--- src/rtl/bcd_subtractor_2_digits_seq.sv ---
// Sequential two-digit BCD subtractor.
// Computes a_bcd - b_bcd - borrow_in one digit per clock through a single
// shared digit subtract unit and reports a sign-magnitude BCD result.
// Negative raw results are turned into a magnitude by a ten's complement
// (0 - raw) that reuses the same digit unit for two more cycles.
// The encoding diff_bcd=8'h00 with negative=1 stands for -100.
module bcd_subtractor_2_digits_seq (
    input  logic       clk,
    input  logic       rst_n,
    input  logic       start,
    input  logic [7:0] a_bcd,
    input  logic [7:0] b_bcd,
    input  logic       borrow_in,
    output logic       busy,
    output logic       done,
    output logic [7:0] diff_bcd,
    output logic       negative,
    output logic       error
);

    typedef enum logic [2:0] {
        ST_IDLE,
        ST_CHECK,
        ST_SUB0,
        ST_SUB1,
        ST_COMP0,
        ST_COMP1,
        ST_DONE
    } state_t;

    state_t state;
    state_t state_next;

    // Operands captured on the accepted start edge
    logic [7:0] a_r;
    logic [7:0] b_r;
    logic       bin_r;

    // Intermediate digits and the borrow chained between digit steps
    logic [3:0] raw0;
    logic [3:0] raw1;
    logic       borrow_r;

    // Shared digit subtract unit ports
    logic [3:0] du_x;
    logic [3:0] du_y;
    logic       du_bin;
    logic [4:0] du_diff;
    logic [3:0] du_digit;
    logic       du_bout;

    // Operand validity
    logic       operand_bad;

    // ------------------------------------------------------------------
    // Operand check: any latched digit above 9 makes the request invalid
    // ------------------------------------------------------------------
    always_comb begin
        operand_bad = (a_r[3:0] > 4'd9) || (a_r[7:4] > 4'd9) ||
                      (b_r[3:0] > 4'd9) || (b_r[7:4] > 4'd9);
    end

    // ------------------------------------------------------------------
    // Digit unit input selection, driven by the current step
    // ------------------------------------------------------------------
    always_comb begin
        du_x   = '0;
        du_y   = '0;
        du_bin = 1'b0;
        case (state)
            ST_SUB0: begin
                du_x   = a_r[3:0];
                du_y   = b_r[3:0];
                du_bin = bin_r;
            end
            ST_SUB1: begin
                du_x   = a_r[7:4];
                du_y   = b_r[7:4];
                du_bin = borrow_r;
            end
            ST_COMP0: begin
                du_x   = 4'd0;
                du_y   = raw0;
                du_bin = 1'b0;
            end
            ST_COMP1: begin
                du_x   = 4'd0;
                du_y   = raw1;
                du_bin = borrow_r;
            end
            default: begin
                du_x   = '0;
                du_y   = '0;
                du_bin = 1'b0;
            end
        endcase
    end

    // ------------------------------------------------------------------
    // Digit unit: x - y - bin in 5-bit two's complement; the range
    // -16..15 always fits, so bit 4 is the sign and hence the borrow out
    // ------------------------------------------------------------------
    always_comb begin
        du_diff  = {1'b0, du_x} - {1'b0, du_y} - {4'b0000, du_bin};
        du_bout  = du_diff[4];
        du_digit = du_bout ? (du_diff[3:0] + 4'd10) : du_diff[3:0];
    end

    // ------------------------------------------------------------------
    // State register
    // ------------------------------------------------------------------
    always_ff @(posedge clk or negedge rst_n) begin
        if (!rst_n) begin
            state <= ST_IDLE;
        end else begin
            state <= state_next;
        end
    end

    // ------------------------------------------------------------------
    // Next-state logic
    // ------------------------------------------------------------------
    always_comb begin
        state_next = state;
        case (state)
            ST_IDLE: begin
                if (start) begin
                    state_next = ST_CHECK;
                end
            end
            ST_CHECK: begin
                state_next = operand_bad ? ST_DONE : ST_SUB0;
            end
            ST_SUB0: begin
                state_next = ST_SUB1;
            end
            ST_SUB1: begin
                state_next = du_bout ? ST_COMP0 : ST_DONE;
            end
            ST_COMP0: begin
                state_next = ST_COMP1;
            end
            ST_COMP1: begin
                state_next = ST_DONE;
            end
            ST_DONE: begin
                state_next = ST_IDLE;
            end
            default: begin
                state_next = ST_IDLE;
            end
        endcase
    end

    // ------------------------------------------------------------------
    // Handshake outputs decoded from the state
    // ------------------------------------------------------------------
    always_comb begin
        busy = (state != ST_IDLE);
        done = (state == ST_DONE);
    end

    // ------------------------------------------------------------------
    // Operand capture: only on a start accepted in IDLE
    // ------------------------------------------------------------------
    always_ff @(posedge clk or negedge rst_n) begin
        if (!rst_n) begin
            a_r   <= '0;
            b_r   <= '0;
            bin_r <= 1'b0;
        end else if ((state == ST_IDLE) && start) begin
            a_r   <= a_bcd;
            b_r   <= b_bcd;
            bin_r <= borrow_in;
        end
    end

    // ------------------------------------------------------------------
    // Digit registers: COMP0/COMP1 overwrite raw0/raw1 in place with the
    // complemented digits, since each raw digit is read exactly once
    // ------------------------------------------------------------------
    always_ff @(posedge clk or negedge rst_n) begin
        if (!rst_n) begin
            raw0     <= '0;
            raw1     <= '0;
            borrow_r <= 1'b0;
        end else begin
            case (state)
                ST_SUB0: begin
                    raw0     <= du_digit;
                    borrow_r <= du_bout;
                end
                ST_SUB1: begin
                    raw1     <= du_digit;
                    borrow_r <= du_bout;
                end
                ST_COMP0: begin
                    raw0     <= du_digit;
                    borrow_r <= du_bout;
                end
                ST_COMP1: begin
                    // borrow out of the top complement digit is discarded
                    raw1 <= du_digit;
                end
                default: begin
                    raw0     <= raw0;
                    raw1     <= raw1;
                    borrow_r <= borrow_r;
                end
            endcase
        end
    end

    // ------------------------------------------------------------------
    // Result registers: written only on the edge that enters DONE
    // ------------------------------------------------------------------
    always_ff @(posedge clk or negedge rst_n) begin
        if (!rst_n) begin
            diff_bcd <= '0;
            negative <= 1'b0;
            error    <= 1'b0;
        end else begin
            case (state)
                ST_CHECK: begin
                    if (operand_bad) begin
                        diff_bcd <= '0;
                        negative <= 1'b0;
                        error    <= 1'b1;
                    end
                end
                ST_SUB1: begin
                    if (!du_bout) begin
                        diff_bcd <= {du_digit, raw0};
                        negative <= 1'b0;
                        error    <= 1'b0;
                    end
                end
                ST_COMP1: begin
                    diff_bcd <= {du_digit, raw0};
                    negative <= 1'b1;
                    error    <= 1'b0;
                end
                default: begin
                    diff_bcd <= diff_bcd;
                    negative <= negative;
                    error    <= error;
                end
            endcase
        end
    end

endmodule

--- config.mk ---
export PLATFORM = sky130hd
export DESIGN_NAME = bcd_subtractor_2_digits_seq
export DESIGN_NICKNAME = d
export VERILOG_FILES = /design/src/rtl/bcd_subtractor_2_digits_seq.sv
export SDC_FILE = /design/constraint.sdc
export NUM_CORES = 1
export LEC_CHECK = 0
export ABC_AREA = 1
export BUFFER_PORTS_ARGS = -buffer_cell sky130_fd_sc_hd__buf_2
export CAP_MARGIN = 20
export CELL_PAD_IN_SITES_DETAIL_PLACEMENT = 1
export CELL_PAD_IN_SITES_GLOBAL_PLACEMENT = 1
export CORE_ASPECT_RATIO = 0.6
export CORE_MARGIN = 2
export CORE_UTILIZATION = 42
export CTS_CLUSTER_SIZE = 16
export DETAILED_ROUTE_END_ITERATION = 6
export PLACE_DENSITY = 0.89
export SYNTH_ARGS = -nofsm -noshare
export SYNTH_HDL_FRONTEND = slang
export SYNTH_SLANG_ARGS = --single-unit
--- constraint.sdc ---
create_clock -name clk -period 3.45 [get_ports clk]
set_input_delay 1.035 -clock clk [delete_from_list [all_inputs] [get_ports clk]]
set_output_delay 1.035 -clock clk [all_outputs]
set_load 0.05 [all_outputs]
## Word-level counts from Yosys, hierarchy flattened

Index checks and enable logic that the tools add are counted.

- Add/sub/neg operators: 3
- $lt $le $gt $ge: 4
- Equality and inequality tests: 9
- Mux-type cells: 16
- Reductions and logical operators: 11

Operator list:

| operator | count |
|---|---|
| $pmux 8 s3 | 1 |
| $pmux 3 s6 | 1 |
| $gt 4x4->1 const B | 4 |
| $mux 8 | 2 |
| $pmux 4 s4 | 1 |
| $eq 3x3->1 const B | 3 |
| $pmux 4 s2 | 1 |
| $eq 3x2->1 const B | 2 |
| $mux 3 | 2 |
| $ne 2x2->1 const B | 3 |
| $pmux 1 s3 | 2 |
| $reduce_bool 3->1 | 2 |
| $sub 4x4->5 | 1 |
| $sub 5x1->5 | 1 |
| $add 4x4->4 const B | 1 |
| $mux 4 | 1 |
| $reduce_or 2->1 | 2 |
| $eq 3x1->1 const B | 1 |
| $logic_not 3->1 | 1 |
| $logic_or 1x1->1 | 3 |
| $mux 1 | 3 |
| $reduce_and 3->1 | 1 |
| $reduce_or 3->1 | 1 |
| $mux 2 | 1 |
| other kinds (2) | 2 |

- Register bits: 39
- Input port bits: 20
- Output and inout port bits: 12
- Logic and storage cells: 53

## Logic depth before layout (Yosys ltp)

Gate-level depths: netlist (run 1).

- Depth in word-level cells: 8
- Gate-level depth with buffers: 21
- Mapped depth without buffers: 21

## Worst setup path before layout (run 1)

OpenSTA, ideal clock, no wires.

- Path kind: register -> register
- Start: register state[2]
- End: register diff_bcd[6]
- Setup time: 122 ps
- Arrival time: 2886 ps
- Required time: 3328 ps
- Setup slack: 442 ps
- Cell stages (with the launch flop): 21
- Buffers on the path: 1
- Period minus slack after synthesis: 3008 ps
- Cells stage by stage: dfrtp_1 inv_1 nand3_1 inv_1 a221oi_1 nor2_1 fa_1 inv_1 fa_1 inv_1 nand2_1 nand2_1 nand2_1 nand2_1 nand2_1 nor2_1 a21oi_4 inv_2 buf_6 nand2_1 o21ai_1

- Word-level cells in the longest chain between the ends: 8
- Elaborated cells on any way between the ends: 19
- Classes of those cells: add/sub (3); eq/ne (7); mux (6); reduce/logical (3)

Ends and longest elaborated chain:

| what | line | text |
|---|---|---|
| from (decl) | 31 | `state_t state;` |
| from (signal assigned) | 116 | `state <= state_next;` |
| $eq 3x3->1, or another cell as far along | 70, 223 |  |
| $pmux 4 s4, or another cell as far along | 70 | `case (state)` |
| $sub 4x4->5 / $pmux 1 s2 (equally long branches) | 104, 70 |  |
| $sub 5x1->5 | 104 | `du_diff = {1'b0, du_x} - {1'b0, du_y} - {4'b0000, du_bin};` |
| $add 4x4->4 | 106 | `du_digit = du_bout ? (du_diff[3:0] + 4'd10) : du_diff[3:0];` |
| $mux 4 | 106 |  |
| $mux 8 | 232 | `if (!du_bout) begin` |
| $pmux 8 s3 | 223 | `case (state)` |
| to (signal assigned) | 233 | `diff_bcd <= {du_digit, raw0};` |
| to (signal assigned) | 239 | `diff_bcd <= {du_digit, raw0};` |
| to (signal assigned) | 244 | `diff_bcd <= diff_bcd;` |
| to (decl) | 16 | `output logic [7:0] diff_bcd,` |

Parallel ways exist; a longest one is shown, timed or not. The select of a mux whose other input is x is not followed.
A chain may end at the register's enable or synchronous reset.

## Worst setup path in the final report (run 1)

- Start: register state[1]
- End: register diff_bcd[6]

The elaborated chain is that of the path after synthesis.

==> results of run 1 <==
area by class of cell:
type / count / area [sq um]
clock buffers: 6 / 72.6
multi-input cells: 147 / 923
repair buffers: 40 / 223
fillers: 565 / 2180
inverters: 32 / 125
well taps: 63 / 78.8
flip-flops and latches: 39 / 980
clock inverters: 1 / 30.0
layout by cell type (no fill, tap or decap), types with 4 or more instances in the layout:
master | synthesis | final
inv_2 | 4 | 5
nand4_1 | 4 | 4
ha_1 | 8 | 8
nand3_1 | 14 | 13
nor2_1 | 13 | 12
o22ai_1 | 5 | 5
buf_4 | 0 | 9
a21oi_1 | 6 | 6
mux2_2 | 13 | 13
buf_2 | 1 | 31
clkbuf_8 | 0 | 5
o21ai_0 | 16 | 14
inv_1 | 27 | 25
dfrtp_1 | 39 | 36
nand2_1 | 48 | 46
worst max-delay path: stages, from the launching register on:
cell and delay (ns):
dfrtp_2 0.46, inv_2 0.14, nor3_4 0.06, buf_4 0.18, a221oi_1 0.29, nor2_1 0.11
fa_1 0.43, inv_1 0.12, fa_1 0.46, ha_1 0.30, o21ai_0 0.13, or2_2 0.32
o21ai_1 0.12
repair_timing:
| item | in CTS | in global routing |
|---|---|---|
| resized for setup | 0 | 12 |
| setup endpoints to repair | 0 | 16 |
| setup buffers | 0 | 3 |
| endpoints found under the hold margin | 0 | 0 |
sequential cells by signal (all words and copies together) (netlist names):
| register | count |
|---|---|
| a_r | 8 |
| b_r | 8 |
| bin_r | 1 |
| borrow_r | 1 |
| diff_bcd | 8 |
| error | 1 |
| negative | 1 |
| raw0 | 4 |
| raw1 | 4 |
| state | 3 |
worst paths after layout:
kind,to,start,slack (ns)
min in group asynchronous,diff_bcd[2],rst_n,0.85
hold / removal,diff_bcd[3],diff_bcd[3],0.48
max in group asynchronous,state[0],rst_n,2.01
hold reg to reg,diff_bcd[3],diff_bcd[3],0.48
setup reg to reg,diff_bcd[6],state[1],0.26
setup / recovery,diff_bcd[6],state[1],0.26
metrics by stage:
stage               total power (W)  util [%]  area (sq um)  setup WS (ns)  hold WS [ns]
finish                      0.00284      52.7          2430          0.258         0.481
global route                0.00307      52.7          2430        0.00948         0.530
CTS                         0.00279      51.8          2390         0.0148         0.486
detailed placement          0.00238      49.6          2290          0.100         0.466
global placement            0.00230      49.6          2290          0.268         0.450
floorplan                   0.00194         -          2030          0.442         0.469
layer usage:
layer / GRT usage (%) / vias to the layer above / wire length [um]
met5: 0 / - / 0
met3: 5.07 / 6 / 265
met1: 33.5 / 818 / 2870
li1: - / 820 / -
met4: 3.73 / 0 / 48
met2: 37.3 / 41 / 2470
cells by family (layout without fill, tap and decap cells):
group                      Yosys count  after routing
buffers and inverters               36             79
adders and majority gates           10             10
DFF                                 39             39
and+or+nand+nor                     83             83
AOI/OAI and AO/OA                   40             40
muxes                               13             13
xor gates and xnor gates             1              1
power groups by stage:
stage / clock network [W] / registers, W / logic, W
2_1_floorplan: 0 / 0.000932 / 0.00101
3_3_place_gp: 0 / 0.000817 / 0.00148
3_5_place_dp: 0 / 0.000832 / 0.00155
4_1_cts: 0.000381 / 0.000824 / 0.00159
5_1_grt: 0.000395 / 0.000854 / 0.00182
6_report: 0.000374 / 0.000824 / 0.00164
==> results.py, run 1 <==
metrics = {
    "logic_synthesis": {
        "synthTopCellsByCount": "nand2_1, dfrtp_1, inv_1",
        "yosysTopAreaCellShare_pct": 48.0,
        "synthArstFlopShare_pct": 100,
        "synth.distinct_cells": 30,
        "postSynthCellCount": 222,
        "synth.most_common_cell": "nand2_1",
        "synthMuxAreaShare_pct": 7.20,
        "yosys_warnings": 0,
        "yosysTopAreaCell": "dfrtp_1",
        "yosys.area_share.simple_pct": 17.8,
        "synthXorXnorAreaFrac_pct": 0.431,
        "avgSynthCellArea_sq_um": 9.16,
        "synth_area_sq_um": 2030,
        "synth_edf_count": 0,
        "synth_nets": 252,
        "synth_top_family_by_area": "simple AND/OR/NAND/NOR gates",
        "synth_compound_area_share_pct": 12.4,
        "synth_area_leaders": "dfrtp_1, nand2_1, mux2_2",
        "synthAdderAreaFrac_pct": 6.89,
        "synth_ff_type": "dfrtp_1",
        "yosysSeqAreaShare_pct": 48.0,
        "synth-seq-cells": 39,
    },
    "clock_network": {
        "cts_tree": "yes",
        "cts_hold_buf": 0,
        "clk_latency_ns": 0.29,
        "h-tree-depth": 2,
        "clk_pin_slew_ns": 0.08,
        "clk_path_buf_depth": 2,
        "cts_root_buf": "clkbuf_8",
        "numCtsBuffers": 5,
        "numClockSinks": 39,
    },
    "routing": {
        "firstDrtPassIters": 4,
        "drc": 0,
        "drtIter0Drc": 85,
        "wl_per_cell_um": 17.2,
        "antenna_left": 0,
        "wl_mm": 5.65,
        "vias": 1685,
        "viasPerCell": 5.14,
    },
    "power": {
        "peakVddDrop_uv": 398,
        "pwr-share-seq_pct": 29.0,
        "switchingPower_w": 0.00140,
        "swShare_pct": 49.4,
        "pwr-share-clk_pct": 13.2,
        "power_leakage_nw": 1.24,
        "comb_power_share_pct": 57.8,
        "p_int_w": 0.00144,
        "power.density_nw_per_um2": 1170,
    },
    "final_layout": {
        "layout.nets": 295,
        "diodes": 0,
        "drive_gt1_share_pct": 29.8,
        "area_delta_synth_final_pct": 19.6,
        "stdcell_count": 328,
    },
    "status": {
        "status": "completed",
    },
    "floorplanning": {
        "dieWidth_um": 93.8,
        "io_pins": 32,
        "start_util_pct": 44.1,
        "die_h_um": 57.9,
        "die-area_sq_um": 5430,
        "rows": 19,
        "core_sq_um": 4610,
    },
    "sta": {
        "drv_slew": 0,
        "finalHoldViolCount": 0,
        "grt_setup_unrepaired": "false",
        "period_minus_slack_ns": 3.19,
        "setup_viol": 0,
        "finalClockSkew_ns": 0.00337,
        "min_period_over_period_pct": 92.5,
        "fin_tns_setup_ns": 0,
        "tightest_slew_ns": 0.874,
        "relSlewSlack_pct": 41.7,
        "fmax_mhz": 313,
    },
    "global_route": {
        "grt_max_degree": 40,
        "grt_pass1_vias": 1806,
        "grt_util_all_layers_pct": 23.3,
        "grt.overflow.total": 0,
        "antenna_found_initial": 0,
        "grt_pass1_wl_mm": 9.49,
    },
    "setup_path": {
        "path_max_fanout": 8,
        "cp.arrival_ns": 3.41,
        "cp-start-kind": "flip-flop",
        "end_kind": "flip-flop",
        "reg2reg_depth": 12,
        "critPathKind": "flip-flop to flip-flop",
        "critPathRequiredTime_ns": 3.67,
    },
    "placed_design": {
        "gp_congestion": 0.857,
        "placedCellCount": 318,
        "port-buffer-count": 31,
        "dpl.hpwl_mm": 4.28,
    },
    "min_path": {
        "hold_class": "flip-flop to flip-flop",
        "min_path_cells": 2,
    },
    "job": {
        "drv_cap": 0,
    },
}
Note: power is estimated with default switching activity, not from simulation.
==> run 2, diff against run 1 <==
--- a/config.mk
+++ b/config.mk
@@ -11,11 +11,11 @@
 export CELL_PAD_IN_SITES_DETAIL_PLACEMENT = 1
 export CELL_PAD_IN_SITES_GLOBAL_PLACEMENT = 1
 export CORE_ASPECT_RATIO = 0.6
-export CORE_MARGIN = 2
-export CORE_UTILIZATION = 42
+export CORE_UTILIZATION = 41
 export CTS_CLUSTER_SIZE = 16
 export DETAILED_ROUTE_END_ITERATION = 6
-export PLACE_DENSITY = 0.89
+export PLACE_DENSITY = 0.87
+export SKIP_CTS_REPAIR_TIMING = 1
 export SYNTH_ARGS = -nofsm -noshare
 export SYNTH_HDL_FRONTEND = slang
 export SYNTH_SLANG_ARGS = --single-unit
==> results.py, run 2 (synthesis gave the netlist of run 1 again) <==
metrics = {
    "setup_path": {
        "cp.arrival_ns": 3.44,
        "cpMostUsedCell": "inv_1",
        "max_stage_delay_ns": 0.48,
        "reg2reg_depth": 12,
        "path_max_fanout": 8,
        "end_kind": "flip-flop",
        "critPathKind": "flip-flop to flip-flop",
        "cp-start-kind": "flip-flop",
        "slowest_stage": "fa_1",
        "critPathRequiredTime_ns": 3.63,
        "worstPathCellList": "inv_1 -> nand3_1 -> inv_1 -> a221oi_2 -> nor2_1 -> fa_1 -> inv_1 -> fa_1 -> ha_1 -> o21ai_0 -> or2_2 -> o21ai_0",
    },
    "sta": {
        "period_minus_slack_ns": 3.27,
        "drv_slew": 0,
        "fin_tns_setup_ns": 0,
        "finalHoldViolCount": 0,
        "min_period_over_period_pct": 94.7,
        "relSlewSlack_pct": 42.6,
        "grt_setup_unrepaired": "false",
        "fmax_mhz": 306,
        "finalClockSkew_ns": 0.00523,
        "setup_viol": 0,
        "tightest_slew_ns": 0.861,
    },
    "min_path": {
        "min_path_cells": 2,
        "hold_class": "flip-flop to flip-flop",
    },
    "floorplanning": {
        "rows": 19,
        "die-area_sq_um": 5250,
        "core_sq_um": 4660,
        "die_h_um": 56.5,
        "start_util_pct": 43.6,
        "dieWidth_um": 92.9,
        "io_pins": 32,
    },
    "routing": {
        "drc": 0,
        "drtIter0Drc": 66,
        "antenna_left": 0,
        "wl_mm": 5.47,
        "vias": 1756,
        "viasPerCell": 5.32,
        "wl_per_cell_um": 16.6,
        "firstDrtPassIters": 4,
    },
    "clock_network": {
        "numCtsBuffers": 5,
        "numClockSinks": 39,
        "cts_tree": "yes",
        "cts_root_buf": "clkbuf_8",
        "clk_latency_ns": 0.29,
        "h-tree-depth": 2,
        "clk_path_buf_depth": 2,
        "clk_pin_slew_ns": 0.08,
    },
    "final_layout": {
        "fill_cells": 571,
        "layout.nets": 296,
        "drive_gt1_share_pct": 30.7,
        "area_delta_synth_final_pct": 21.2,
        "diodes": 0,
        "layout_common_cells": "nand2_1, dfrtp_1, buf_2",
        "largest_registers": "a_r x8, b_r x8, diff_bcd x8",
        "layout_commonest_cell": "nand2_1",
    },
    "global_route": {
        "grt_pass1_vias": 1738,
        "antenna_found_initial": 0,
        "grt_pass1_wl_mm": 8.78,
        "grt_max_degree": 40,
        "grt_util_all_layers_pct": 22.4,
        "grt.overflow.total": 0,
    },
    "placed_design": {
        "gp_congestion": 0.838,
        "port-buffer-count": 31,
        "dpl.hpwl_mm": 4.21,
    },
    "job": {
        "drv_cap": 0,
    },
    "status": {
        "status": "completed",
    },
}
[run 2: changes by cell type in the layout (fill, tap and decap cells not counted), sizes merged]
| cell | previous run | this run |
|---|---|---|
| clkinvlp | 0 | 1 |
| clkbuf | 6 | 7 |
| buf | 40 | 41 |
| bufinv | 1 | 0 |
[run 2: worst paths after layout]
path                       startpoint           to  slack (ns)
min in group asynchronous       rst_n  diff_bcd[6]        0.85
min                          negative     negative        0.47
max                          state[2]      raw1[2]        0.18
min reg2reg                  negative     negative        0.47
max in group asynchronous       rst_n     state[2]        2.01
max reg2reg                  state[2]      raw1[2]        0.18
[run 2: final cells by class]
class	instances	area (sq um)	area share [%]
clock buffers	7	96.3	3.91
clock inverters	1	7.51	0.305
inverters	32	125	5.08
flip-flops and latches	39	978	39.7
multi-input cells	147	943	38.3
well taps	63	78.8	3.20
repair buffers	41	234	9.50
[run 2: metal layers]
layer | track usage, % | part of all wire, % | routed length (um)
met5 | 0 | 0 | 0
met2 | 33.8 | 43 | 2350
met3 | 5.83 | 5.3 | 289
met4 | 3.30 | 0.55 | 30
met1 | 33.1 | 51 | 2800
[run 2: metrics by stage]
stage | instances | area, sq um | utilization, % | setup slack, ns | hold WS, ns
after CTS | 328 | 2410 | 51.7 | 0.00325 | 0.473
after detailed placement | 320 | 2300 | 49.4 | 0.0338 | 0.455
after floorplan | 222 | 2030 | - | 0.442 | 0.469
after global placement | 320 | 2300 | 49.4 | 0.228 | 0.452
final | 330 | 2460 | 52.9 | 0.184 | 0.473
after global routing | 330 | 2460 | 52.9 | 0.0122 | 0.490
[run 2: critical path: cells and delay by family, from the launching register on]
kind                       cells  cell delay [ns]
and+or+nand+nor                3             0.45
AOI/OAI and AO/OA              3             0.65
DFF                            1             0.45
adders and majority gates      3             1.20
buffers and inverters          3             0.38
Power of run 2 is not shown: default switching activity piles up to over one toggle a cycle in this logic, so the estimate is an artifact.
==> run 3, diff against run 2 <==
--- a/config.mk
+++ b/config.mk
@@ -5,16 +5,15 @@
 export SDC_FILE = /design/constraint.sdc
 export NUM_CORES = 1
 export LEC_CHECK = 0
-export ABC_AREA = 1
 export BUFFER_PORTS_ARGS = -buffer_cell sky130_fd_sc_hd__buf_2
 export CAP_MARGIN = 20
 export CELL_PAD_IN_SITES_DETAIL_PLACEMENT = 1
 export CELL_PAD_IN_SITES_GLOBAL_PLACEMENT = 1
 export CORE_ASPECT_RATIO = 0.6
-export CORE_UTILIZATION = 41
+export CORE_UTILIZATION = 44
 export CTS_CLUSTER_SIZE = 16
 export DETAILED_ROUTE_END_ITERATION = 6
-export PLACE_DENSITY = 0.87
+export PLACE_DENSITY = 0.89
 export SKIP_CTS_REPAIR_TIMING = 1
 export SYNTH_ARGS = -nofsm -noshare
 export SYNTH_HDL_FRONTEND = slang
==> results.py, run 3 <==
metrics = {
    "global_route": {
        "grt_util_all_layers_pct": 22.8,
        "antenna_found_initial": 0,
        "grt_pass1_vias": 1613,
        "grt_max_degree": 40,
        "grt.overflow.total": 0,
        "grt_pass1_wl_mm": 8.27,
    },
    "setup_path": {
        "path_max_fanout": 11,
        "cp-start-kind": "flip-flop",
        "critPathRequiredTime_ns": 3.63,
        "startpoint": "state[1]",
        "r2r-start": "state[1]",
        "critPathCapture": "diff_bcd[6]",
        "reg2reg_depth": 13,
        "end_kind": "flip-flop",
        "reg2reg_to": "diff_bcd[6]",
        "r2r_setup_slack_ns": 0.13,
        "critPathKind": "flip-flop to flip-flop",
        "cp.arrival_ns": 3.50,
    },
    "routing": {
        "firstDrtPassIters": 4,
        "wl_mm": 5.10,
        "drtIter0Drc": 66,
        "vias": 1554,
        "drc": 0,
        "viasPerCell": 5.41,
        "wl_per_cell_um": 17.8,
        "antenna_left": 0,
    },
    "logic_synthesis": {
        "yosys_warnings": 0,
        "synth_edf_count": 0,
        "synth_nets": 214,
        "avgSynthCellArea_sq_um": 11.2,
        "synth.distinct_cells": 35,
        "synthArstFlopShare_pct": 100,
        "yosysTopAreaCellShare_pct": 47.2,
        "synth-seq-cells": 39,
        "synth.most_common_cell": "dfrtp_1",
        "synth_ff_type": "dfrtp_1",
        "yosysSeqAreaShare_pct": 47.2,
        "yosysTopAreaCell": "dfrtp_1",
        "synthTopCellsByCount": "dfrtp_1, mux2_2, inv_1",
        "postSynthCellCount": 184,
        "synth_area_leaders": "dfrtp_1, mux2_2, ha_1",
        "synth_area_sq_um": 2070,
    },
    "clock_network": {
        "clk_latency_ns": 0.29,
        "clk_pin_slew_ns": 0.07,
        "h-tree-depth": 2,
        "numClockSinks": 39,
        "clk_path_buf_depth": 2,
        "numCtsBuffers": 5,
        "cts_root_buf": "clkbuf_8",
        "cts_tree": "yes",
    },
    "sta": {
        "drv_slew": 0,
        "period_minus_slack_ns": 3.32,
        "timing.hold.ws_ns": 0.510,
        "setup_viol": 0,
        "min_period_over_period_pct": 96.3,
        "finalClockSkew_ns": 0.00374,
        "grt_setup_unrepaired": "false",
        "finalHoldViolCount": 0,
        "relSlewSlack_pct": 32.1,
        "tightest_slew_ns": 1.01,
        "fmax_mhz": 301,
    },
    "floorplanning": {
        "start_util_pct": 48.1,
        "dieWidth_um": 90.5,
        "die-area_sq_um": 4990,
        "die_h_um": 55.1,
        "core_sq_um": 4300,
        "io_pins": 32,
        "rows": 18,
    },
    "final_layout": {
        "layout.nets": 256,
        "largest_registers": "a_r x8, b_r x8, diff_bcd x8",
        "layout_common_cells": "dfrtp_1, buf_2, mux2_2",
        "area_delta_synth_final_pct": 20.8,
        "diodes": 0,
        "drive_gt1_share_pct": 38.8,
        "layout_commonest_cell": "dfrtp_1",
        "stdcell_area_sq_um": 2500,
    },
    "placed_design": {
        "port-buffer-count": 31,
        "placed_area_sq_um": 2340,
        "gp_congestion": 0.930,
        "dpl.hpwl_mm": 3.79,
    },
    "min_path": {
        "hold_class": "flip-flop to flip-flop",
    },
    "job": {
        "drv_cap": 0,
    },
    "status": {
        "status": "completed",
    },
}
run 3: changes by cell type in the layout (fill, tap and decap cells not counted), sizes merged, moves of 3 or more:
| cell | before | now |
|---|---|---|
| nand2 | 49 | 6 |
| inv | 32 | 14 |
| mux2 | 13 | 28 |
| mux2i | 0 | 6 |
| nand3 | 14 | 8 |
| o21ai | 19 | 13 |
| a21o | 0 | 3 |
| a21oi | 7 | 10 |
| nand2b | 0 | 3 |
| nand4 | 4 | 1 |
| o22ai | 5 | 2 |
| xnor2 | 1 | 4 |
run 3: worst max-delay path, cell delays in order (launching register included):
cell,delay [ns]
dfrtp_1,0.38
buf_4,0.18
and2b_1,0.19
a221oi_1,0.30
nor3_2,0.10
fa_1,0.42
inv_1,0.11
fa_1,0.19
buf_4,0.11
xor2_1,0.23
ha_1,0.28
mux2_4,0.28
and2_1,0.18
mux2_4,0.25
run 3: per-stage QoR:
stage | worst slack, ns | util [%] | std cells | setup TNS, ns
2_1_floorplan | 0.0365 | - | 184 | 0
3_3_place_gp | 0.112 | 54.4 | 277 | 0
3_5_place_dp | -0.0972 | 54.4 | 277 | -0.233
4_1_cts | -0.105 | 56.7 | 285 | -0.254
5_1_grt | 0.000272 | 58.1 | 287 | 0
6_report | 0.127 | 58.1 | 287 | 0
run 3: worst min-delay path by stage:
stage,from,end,slack (ns),cells past startpoint
after detailed placement,diff_bcd[4],diff_bcd[4],0.49,1
after CTS,diff_bcd[4],diff_bcd[4],0.51,1
after global routing,diff_bcd[4],diff_bcd[4],0.53,1
after floorplan,raw1[1],raw1[1],0.45,1
after global placement,raw1[1],raw1[1],0.46,1
final,diff_bcd[5],diff_bcd[5],0.51,1
run 3: cell families (layout without fill, tap and decap cells):
group / Yosys count / in the layout / synth area share, %
muxes: 34 / 34 / 18.5
adders and majority gates: 10 / 10 / 6.77
DFF: 39 / 39 / 47.2
buffers and inverters: 21 / 64 / 4.47
AOI/OAI and AO/OA: 35 / 35 / 11.4
xor gates and xnor gates: 6 / 6 / 2.54
and+or+nand+nor: 39 / 39 / 9.13
run 3: cell type report:
class / instances / area [sq um]
Clock buffer: 8 / 100
Multi-Input combinational cell: 124 / 1030
Timing Repair Buffer: 42 / 263
Tap cell: 60 / 75.1
Fill cell: 474 / 1800
Sequential cell: 39 / 977
Inverter: 14 / 52.6
run 3: routing by layer:
metal	global-route usage (%)	wire [um]	vias to the layer above
li1	-	-	728
met1	30.5	2390	788
met3	5.05	245	4
met2	37.9	2430	34
met5	0	0	-
met4	7.53	37	0
Power of run 3 is left out for the same reason.
